--- config.mk ---
export PLATFORM = sky130hd
export DESIGN_NAME = uart_receiver_flat
export DESIGN_NICKNAME = d
export VERILOG_FILES = /design/src/rtl/uart_pkg.sv /design/src/rtl/uart_receiver_if.sv /design/src/rtl/baud_rate_generator.sv /design/src/rtl/uart_receiver.sv /design/src/flat_wrapper.sv
export SDC_FILE = /design/constraint.sdc
export NUM_CORES = 1
export LEC_CHECK = 0
export CORE_ASPECT_RATIO = 2
export CORE_MARGIN = 2
export CORE_UTILIZATION = 56
export CTS_CLUSTER_DIAMETER = 100
export DETAILED_ROUTE_END_ITERATION = 12
export GPL_ROUTABILITY_DRIVEN = 0
export PLACE_DENSITY_LB_ADDON = 0.15
export SYNTH_ARGS = -nofsm -noshare
export SYNTH_HDL_FRONTEND = slang
export SYNTH_SLANG_ARGS = --single-unit
--- constraint.sdc ---
create_clock -name clk_i -period 3.2 [get_ports clk_i]
set_clock_uncertainty 0.1 [all_clocks]
set_input_delay 0.64 -clock clk_i [delete_from_list [all_inputs] [get_ports clk_i]]
set_output_delay 0.64 -clock clk_i [all_outputs]
set_load 0.02 [all_outputs]
--- src/rtl/uart_pkg.sv ---
// Shared UART types: frame-format enums, receiver FSM states and oversampling constants.
package uart_pkg;

    localparam int UART_OVERSAMPLE = 16;

    typedef enum logic [1:0] {DBIT5, DBIT6, DBIT7, DBIT8} uart_data_lenght_t;
    typedef enum logic {STOP1, STOP2} uart_stop_bits_t;
    typedef enum logic {PARITY_EVEN, PARITY_ODD} uart_parity_mode_t;
    typedef enum logic [2:0] {RX_IDLE, RX_START, RX_DATA, RX_PARITY, RX_STOP} uart_rx_fsm_t;

    typedef struct packed {
        uart_data_lenght_t data_bits;
        uart_stop_bits_t   stop_bits;
        uart_parity_mode_t parity_mode;
        logic              parity_enable;
    } uart_rx_cfg_t;

    function automatic logic maj3(input logic a, input logic b, input logic c);
        return (a & b) | (a & c) | (b & c);
    endfunction

endpackage

--- src/rtl/uart_receiver_if.sv ---
// Receiver-to-RX-buffer delivery bus: frame strobe, data, error flags and RTS back-pressure.
interface uart_receiver_if;
    logic [7:0] data_o;
    logic       data_valid_o;
    logic       parity_error_o;
    logic       frame_error_o;
    logic       buffer_full_i;
    logic       rts_n_o;

    modport master (output data_o, data_valid_o, parity_error_o, frame_error_o, rts_n_o,
                    input  buffer_full_i);
    modport slave  (input  data_o, data_valid_o, parity_error_o, frame_error_o, rts_n_o,
                    output buffer_full_i);
endinterface

--- src/rtl/baud_rate_generator.sv ---
// Divider counter producing a one-cycle tick every (divider_i+1) clocks; shared by RX and TX.
module baud_rate_generator (
    input  logic        clk_i,
    input  logic        rst_i,
    input  logic        clear_i,
    input  logic [14:0] divider_i,
    output logic        tick_o
);
    logic [14:0] cnt;
    logic        term;

    assign term   = (cnt >= divider_i);
    assign tick_o = !clear_i && term;

    always_ff @(posedge clk_i or posedge rst_i) begin
        if (rst_i)                 cnt <= '0;
        else if (clear_i || term)  cnt <= '0;
        else                       cnt <= cnt + 15'd1;
    end
endmodule

--- src/rtl/uart_receiver.sv ---
// 16x-oversampled UART receiver. Define UART_RX_MAJORITY_VOTE_EN to decide each bit by a
// 3-sample majority around the bit middle instead of a single mid-bit sample.
module uart_receiver import uart_pkg::*; #(
    parameter int SYNC_STAGES = 2
) (
    input  logic              clk_i,
    input  logic              rst_i,
    input  logic              uart_rx_i,
    input  logic              enable_i,
    input  logic [14:0]       clock_divider_i,
    input  uart_data_lenght_t data_bits_i,
    input  uart_stop_bits_t   stop_bits_i,
    input  uart_parity_mode_t parity_mode_i,
    input  logic              parity_enable_i,
    input  logic              flow_control_i,
    output logic              busy_o,
    uart_receiver_if.master   rx_bus
);
    localparam int OS_W = $clog2(UART_OVERSAMPLE);
    localparam logic [OS_W-1:0] MID = OS_W'(UART_OVERSAMPLE - 1);
`ifdef UART_RX_MAJORITY_VOTE_EN
    localparam logic [OS_W-1:0] TAP1   = OS_W'(UART_OVERSAMPLE);
    localparam logic [OS_W-1:0] DECIDE = OS_W'(UART_OVERSAMPLE + 1);
`else
    localparam logic [OS_W-1:0] DECIDE = MID;
`endif

    logic [SYNC_STAGES-1:0] sync_q;
    logic rx_s, rx_prev;
    uart_rx_fsm_t state, state_nxt;
    uart_rx_cfg_t cfg;
    logic [OS_W-1:0] os_cnt, rel;
    logic [2:0] bit_cnt;
    logic [7:0] shreg;
    logic par_acc, perr, ferr, stop_left;
    logic tick, start_det, decide, bit_val, last_data, deliver;

    always_ff @(posedge clk_i or posedge rst_i) begin
        if (rst_i) begin
            sync_q  <= '1;
            rx_prev <= 1'b1;
        end else begin
            sync_q  <= {sync_q[SYNC_STAGES-2:0], uart_rx_i};
            rx_prev <= rx_s;
        end
    end
    assign rx_s = sync_q[SYNC_STAGES-1];

    baud_rate_generator u_baud (
        .clk_i     (clk_i),
        .rst_i     (rst_i),
        .clear_i   (!enable_i || start_det),
        .divider_i (clock_divider_i),
        .tick_o    (tick)
    );

    // START counts from the falling edge, so shift it by half a bit to share DATA's phase.
    assign rel       = (state == RX_START) ? os_cnt + OS_W'(UART_OVERSAMPLE / 2) : os_cnt;
    assign start_det = (state == RX_IDLE) && enable_i && rx_prev && !rx_s;
    assign decide    = tick && (rel == DECIDE);
    assign last_data = (bit_cnt == 3'(cfg.data_bits) + 3'd4);

`ifdef UART_RX_MAJORITY_VOTE_EN
    logic [1:0] vote_q;
    always_ff @(posedge clk_i or posedge rst_i) begin
        if (rst_i) vote_q <= '0;
        else if (tick) begin
            if (rel == MID)  vote_q[0] <= rx_s;
            if (rel == TAP1) vote_q[1] <= rx_s;
        end
    end
    assign bit_val = maj3(vote_q[0], vote_q[1], rx_s);
`else
    assign bit_val = rx_s;
`endif

    always_ff @(posedge clk_i or posedge rst_i) begin
        if (rst_i) state <= RX_IDLE;
        else       state <= state_nxt;
    end

    always_comb begin
        state_nxt = state;
        deliver   = 1'b0;
        case (state)
            RX_IDLE:   if (start_det) state_nxt = RX_START;
            RX_START:  if (decide) state_nxt = bit_val ? RX_IDLE : RX_DATA;
            RX_DATA:   if (decide && last_data) state_nxt = cfg.parity_enable ? RX_PARITY : RX_STOP;
            RX_PARITY: if (decide) state_nxt = RX_STOP;
            RX_STOP:   if (decide && !stop_left) begin
                           state_nxt = RX_IDLE;
                           deliver   = 1'b1;
                       end
            default:   state_nxt = RX_IDLE;
        endcase
        if (!enable_i) begin
            state_nxt = RX_IDLE;
            deliver   = 1'b0;
        end
    end

    always_ff @(posedge clk_i or posedge rst_i) begin
        if (rst_i) begin
            cfg       <= '0;
            os_cnt    <= '0;
            bit_cnt   <= '0;
            shreg     <= '0;
            par_acc   <= 1'b0;
            perr      <= 1'b0;
            ferr      <= 1'b0;
            stop_left <= 1'b0;
        end else begin
            if (start_det) begin
                cfg     <= '{data_bits: data_bits_i, stop_bits: stop_bits_i,
                             parity_mode: parity_mode_i, parity_enable: parity_enable_i};
                os_cnt  <= '0;
                bit_cnt <= '0;
                shreg   <= '0;
                par_acc <= 1'b0;
                perr    <= 1'b0;
                ferr    <= 1'b0;
            end else if (tick) begin
                os_cnt <= (state == RX_START && decide) ? rel + OS_W'(1) : os_cnt + OS_W'(1);
            end
            if (decide) begin
                case (state)
                    RX_DATA: begin
                        shreg   <= {bit_val, shreg[7:1]};
                        par_acc <= par_acc ^ bit_val;
                        bit_cnt <= bit_cnt + 3'd1;
                    end
                    RX_PARITY: perr <= ((par_acc ^ bit_val) != logic'(cfg.parity_mode));
                    RX_STOP: begin
                        ferr      <= ferr | !bit_val;
                        stop_left <= 1'b0;
                    end
                    default: ;
                endcase
            end
            if (state_nxt == RX_STOP && state != RX_STOP)
                stop_left <= (cfg.stop_bits == STOP2);
        end
    end

    // Short frames land in the top of shreg; shift down so unused high bits read 0.
    always_ff @(posedge clk_i or posedge rst_i) begin
        if (rst_i) begin
            rx_bus.data_o         <= '0;
            rx_bus.data_valid_o   <= 1'b0;
            rx_bus.parity_error_o <= 1'b0;
            rx_bus.frame_error_o  <= 1'b0;
            rx_bus.rts_n_o        <= 1'b1;
        end else begin
            rx_bus.data_valid_o <= deliver;
            if (deliver) begin
                rx_bus.data_o         <= shreg >> (2'd3 - 2'(cfg.data_bits));
                rx_bus.parity_error_o <= cfg.parity_enable & perr;
                rx_bus.frame_error_o  <= ferr | !bit_val;
            end
            rx_bus.rts_n_o <= flow_control_i ? rx_bus.buffer_full_i : 1'b0;
        end
    end

    assign busy_o = (state != RX_IDLE);

endmodule
--- src/flat_wrapper.sv ---
// flat-port wrapper written by rule: the top's interface ports become plain ports
module uart_receiver_flat import uart_pkg::*;
#(
    parameter int SYNC_STAGES = 2
)
  (clk_i, rst_i, uart_rx_i, enable_i, clock_divider_i, data_bits_i, stop_bits_i, parity_mode_i, parity_enable_i, flow_control_i, busy_o, rx_bus_data_o, rx_bus_data_valid_o, rx_bus_parity_error_o, rx_bus_frame_error_o, rx_bus_rts_n_o, rx_bus_buffer_full_i);
  uart_receiver_if rx_bus_i ();
  input  logic clk_i;
  input  logic rst_i;
  input  logic uart_rx_i;
  input  logic enable_i;
  input  logic [14:0] clock_divider_i;
  input  uart_data_lenght_t data_bits_i;
  input  uart_stop_bits_t stop_bits_i;
  input  uart_parity_mode_t parity_mode_i;
  input  logic parity_enable_i;
  input  logic flow_control_i;
  output logic busy_o;
  output wire logic [$bits(rx_bus_i.data_o)-1:0] rx_bus_data_o;
  output wire logic [$bits(rx_bus_i.data_valid_o)-1:0] rx_bus_data_valid_o;
  output wire logic [$bits(rx_bus_i.parity_error_o)-1:0] rx_bus_parity_error_o;
  output wire logic [$bits(rx_bus_i.frame_error_o)-1:0] rx_bus_frame_error_o;
  output wire logic [$bits(rx_bus_i.rts_n_o)-1:0] rx_bus_rts_n_o;
  input wire logic [$bits(rx_bus_i.buffer_full_i)-1:0] rx_bus_buffer_full_i;
  assign rx_bus_data_o = rx_bus_i.data_o;
  assign rx_bus_data_valid_o = rx_bus_i.data_valid_o;
  assign rx_bus_parity_error_o = rx_bus_i.parity_error_o;
  assign rx_bus_frame_error_o = rx_bus_i.frame_error_o;
  assign rx_bus_rts_n_o = rx_bus_i.rts_n_o;
  assign rx_bus_i.buffer_full_i = rx_bus_buffer_full_i;
  uart_receiver #(.SYNC_STAGES(SYNC_STAGES)) u_core (.clk_i(clk_i), .rst_i(rst_i), .uart_rx_i(uart_rx_i), .enable_i(enable_i), .clock_divider_i(clock_divider_i), .data_bits_i(data_bits_i), .stop_bits_i(stop_bits_i), .parity_mode_i(parity_mode_i), .parity_enable_i(parity_enable_i), .flow_control_i(flow_control_i), .busy_o(busy_o), .rx_bus(rx_bus_i));
endmodule
==> results.json <==
{
  "cap_violations": 0,
  "post-route-min-period_ps": 2783,
  "finalNetCount": 410,
  "synth_top_area_share_pct": 41.55,
  "nFillCells": 428,
  "hold_path_class": "reg -> reg",
  "worstHoldStart": "u_core.sync_q[0]$_DFF_PP1_",
  "seq_area_frac_synth_pct": 44.85,
  "grt_pass1_vias": 2470,
  "cpPeakStageDelay_ps": 450,
  "cts_tree": "built",
  "crit_slowest_cell": "clkdlybuf4s50_1",
  "num_rows": 38,
  "utilization_pct": 70.87,
  "place_area_mm2": 0.003646,
  "cts_setup_buffers": 0,
  "cp_common_cell": "inv_1",
  "diodes": 0,
  "switching_share_pct": 23.40,
  "setup_tns_ps": 0,
  "routed_via_density": 5.705,
  "worst_pin_slew_ps": 722.2,
  "wl_per_cell_um": 15.28,
  "drt_first_pass_iters": 4,
  "muxShareOfSynthArea_pct": 9.369,
  "dieArea_mm2": 0.006356,
  "hpwl_mm": 4.818,
  "hold_viol": 0,
  "grt_max_degree": 58,
  "numCtsBuffers": 9,
  "path_cells": "clkdlybuf4s50_1 > inv_1 > ha_1 > nand2_1 > nor4_1 > inv_1 > o21ai_2 > nand3_2 > a31o_1",
  "synthXorXnorAreaFrac_pct": 5.214,
  "start_util_pct": 58.38,
  "synth_edf_count": 0,
  "drive_gt1_share_pct": 13.21,
  "clkPwrFrac_pct": 44.6,
  "ys_types": 51,
  "crit_family": "simple AND/OR/NAND/NOR gates",
  "drt_iter0_drc": 58,
  "clock_latency_ps": 330,
  "rsz0062_at_grt": "false",
  "irDropWorstVdd_mv": 0.5162,
  "crit_required_ps": 3320,
  "ff2ff_path_depth": 6,
  "crit_path_end_kind": "flop",
  "outcome": "finished clean",
  "hold_end": "u_core.sync_q[1]$_DFF_PP1_",
  "crit_arrival_ps": 2900,
  "setup_viol": 0,
  "synth-async-reset-ratio_pct": 100.0,
  "area_delta_synth_final_pct": 21.40,
  "clkSinkCount": 57,
  "cp-start-kind": "input pin",
  "core_mm2": 0.005468,
  "synth_compound_area_share_pct": 10.39,
  "synth_top_family_by_area": "simple AND/OR/NAND/NOR gates",
  "seq_power_share_pct": 46.3,
  "cellPowerDensity_mw_per_mm2": 440.5,
  "p_comb_share_pct": 9.1,
  "cts-hold-fix-buffers": 0,
  "cp_num_buf_inv": 3,
  "drc": 0,
  "path_class": "in -> reg",
  "p_int_mw": 1.308,
  "overflow": 0,
  "synth-simple-area-share_pct": 17.68,
  "yosysTopAreaCell": "dfrtp_1",
  "total_power_mw": 1.707,
  "finalCritPeriodShare_pct": 86.97,
  "syn_nets": 365,
  "max_slew_margin_pct": 51.85,
  "ctsResizeCount": 0,
  "postSynthCellCount": 321,
  "die_h_um": 110.8,
  "design_area_mm2": 0.003875,
  "leakage_nw": 1.868,
  "slew_viol_final": 0,
  "vias": 2459,
  "ctsHtreeMaxLevel": 3,
  "min_path_cells": 0,
  "ant_nets": 0,
  "syn_area_mm2": 0.003192,
  "clockBufferDepth": 2,
  "stdcell_count": 431,
  "routed_wl_mm": 6.587,
  "synth_seq_cells": 57,
  "cts_root_buf": "clkbuf_8",
  "p_sw_mw": 0.3995,
  "grt_usage_pct": 22.46,
  "synth_flop_cell": "dfrtp_1",
  "dp_cells": 415,
  "avgSynthCellArea_um2": 9.943,
  "antenna_found_initial": 0,
  "fmax_mhz": 359.3,
  "io_buffers": 38,
  "dieWidth_um": 57.39,
  "crit_fanout": 12,
  "grt_pass1_wl_mm": 11.06,
  "pin_count": 39,
  "reg2reg_slack_ps": 730,
  "synthTopCellsByArea": "dfrtp_1 (42%), ha_1 (7.1%), mux2_4 (3.8%)",
  "ys_warn_count": 0,
  "reg2reg_to": "u_core.shreg[1]$_DFF_PP0_",
  "clk_pin_slew_worst_paths_ps": 60,
  "rr_startpoint": "u_core.u_baud.cnt[6]$_DFF_PP0_",
  "synth_fa_ha_area_share_pct": 7.056
}
[final cells by class]
type	count	area [um2]	share of cell area (%)
clock buffer	11	151.4	3.907
clock inverter	5	77.57	2.002
inverter	30	112.6	2.906
multi-input combinational	222	1587	40.94
sequential	57	1431	36.94
tap	60	75.07	1.937
timing repair buffer	46	440.4	11.37
[power groups by stage]
stage / clock, mW / combinational, mW / sequential [mW]
2_1_floorplan: 0 / 0.121 / 0.775
3_3_place_gp: 0 / 0.153 / 0.802
3_5_place_dp: 0 / 0.158 / 0.803
4_1_cts: 0.774 / 0.158 / 0.790
5_1_grt: 0.805 / 0.174 / 0.796
6_report: 0.761 / 0.155 / 0.790
[registers in the layout (all words and copies together) (netlist names)]
register and cells:
u_core.rx_prev 1, u_core.shreg 8, u_core.cfg 5, u_core.ferr 1, u_core.rx_bus.data_valid_o 1, u_core.u_baud.cnt 15, u_core.par_acc 1, u_core.bit_cnt 3
u_core.rx_bus.data_o 8, u_core.rx_bus.rts_n_o 1, u_core.rx_bus.frame_error_o 1, u_core.state 3, u_core.perr 1, u_core.sync_q 2, u_core.os_cnt 4, u_core.rx_bus.parity_error_o 1
u_core.stop_left 1
[layout by cell type, fill, tap and decap left out, types with 4 or more instances in the layout]
cell             synthesis  routed
inv_1                   28      27
mux2_4                   8       8
xnor2_1                 10      10
nand2_1                 27      27
dfstp_2                  4       4
dfrtp_1                 53      53
and3_1                   5       5
nor3b_1                  4       4
clkbuf_8                 0      11
a31o_1                   4       4
mux2_1                   5       5
a21oi_1                 10      10
nand2b_1                 6       6
nand3_1                 12      12
clkdlybuf4s50_1          0      38
mux2i_1                 10      10
buf_4                    1       8
o21ai_0                 10      10
nand4_1                  8       8
nor2_1                  27      27
o21ai_1                  7       7
ha_1                    18      18
xor2_1                   9       9
[synthesized netlist by cell type, types with 3 or more instances]
| cell | number |
|---|---|
| dfrtp_1 | 53 |
| inv_1 | 28 |
| nand2_1 | 27 |
| nor2_1 | 27 |
| ha_1 | 18 |
| nand3_1 | 12 |
| a21oi_1 | 10 |
| mux2i_1 | 10 |
| o21ai_0 | 10 |
| xnor2_1 | 10 |
| xor2_1 | 9 |
| mux2_4 | 8 |
| nand4_1 | 8 |
| o21ai_1 | 7 |
| clkbuf_1 | 6 |
| nand2b_1 | 6 |
| and3_1 | 5 |
| mux2_1 | 5 |
| a31o_1 | 4 |
| buf_2 | 4 |
| dfstp_2 | 4 |
| nor3b_1 | 4 |
| and2_1 | 3 |
| nor2b_1 | 3 |
| nor3_1 | 3 |
| o211ai_1 | 3 |
[metrics by stage]
stage,setup slack (ps),hold WS (ps)
after floorplan,730.4,245.2
after global placement,134.3,245.8
after detailed placement,89.95,247.0
after CTS,405.2,256.6
after global routing,213.6,265.1
final,416.9,257.3
[logic make-up (layout without fill, tap and decap cells)]
kind of cell,count (synthesis),count (layout)
simple gates,110,110
buf+inv,42,92
xor+xnor,19,19
flops,57,57
mux,25,25
fa+ha+maj,18,18
compound gates,50,50
[metal layers]
metal / global-route usage, % / wire (um)
met5: 0 / 0
met4: 10.39 / 130
met3: 5.018 / 164
met2: 40.08 / 3734
met1: 24.01 / 2558
[how the worst max path moves through the flow]
| stage | cells past startpoint | from | slack (ps) | end |
|---|---|---|---|---|
| global placement | 9 | clock_divider_i[14] | 130 | u_core.shreg[5]$_DFF_PP0_ |
| finish | 9 | clock_divider_i[14] | 420 | u_core.shreg[1]$_DFF_PP0_ |
| CTS | 9 | clock_divider_i[14] | 410 | u_core.shreg[1]$_DFF_PP0_ |
| global route | 9 | clock_divider_i[14] | 210 | u_core.bit_cnt[2]$_DFF_PP0_ |
| detailed placement | 9 | clock_divider_i[14] | 90 | u_core.shreg[1]$_DFF_PP0_ |
| floorplan | 8 | clock_divider_i[6] | 730 | u_core.rx_bus.data_o[0]$_DFFE_PP0P_ |
[worst register-to-register path, stage by stage (launching register included)]
cell     delay [ps]
dfrtp_1         460
ha_1            350
nand4_1          90
o311a_1         430
o21ai_2         280
nand3_2         330
a31o_1          320
Note: power is estimated with default switching activity, not from simulation.
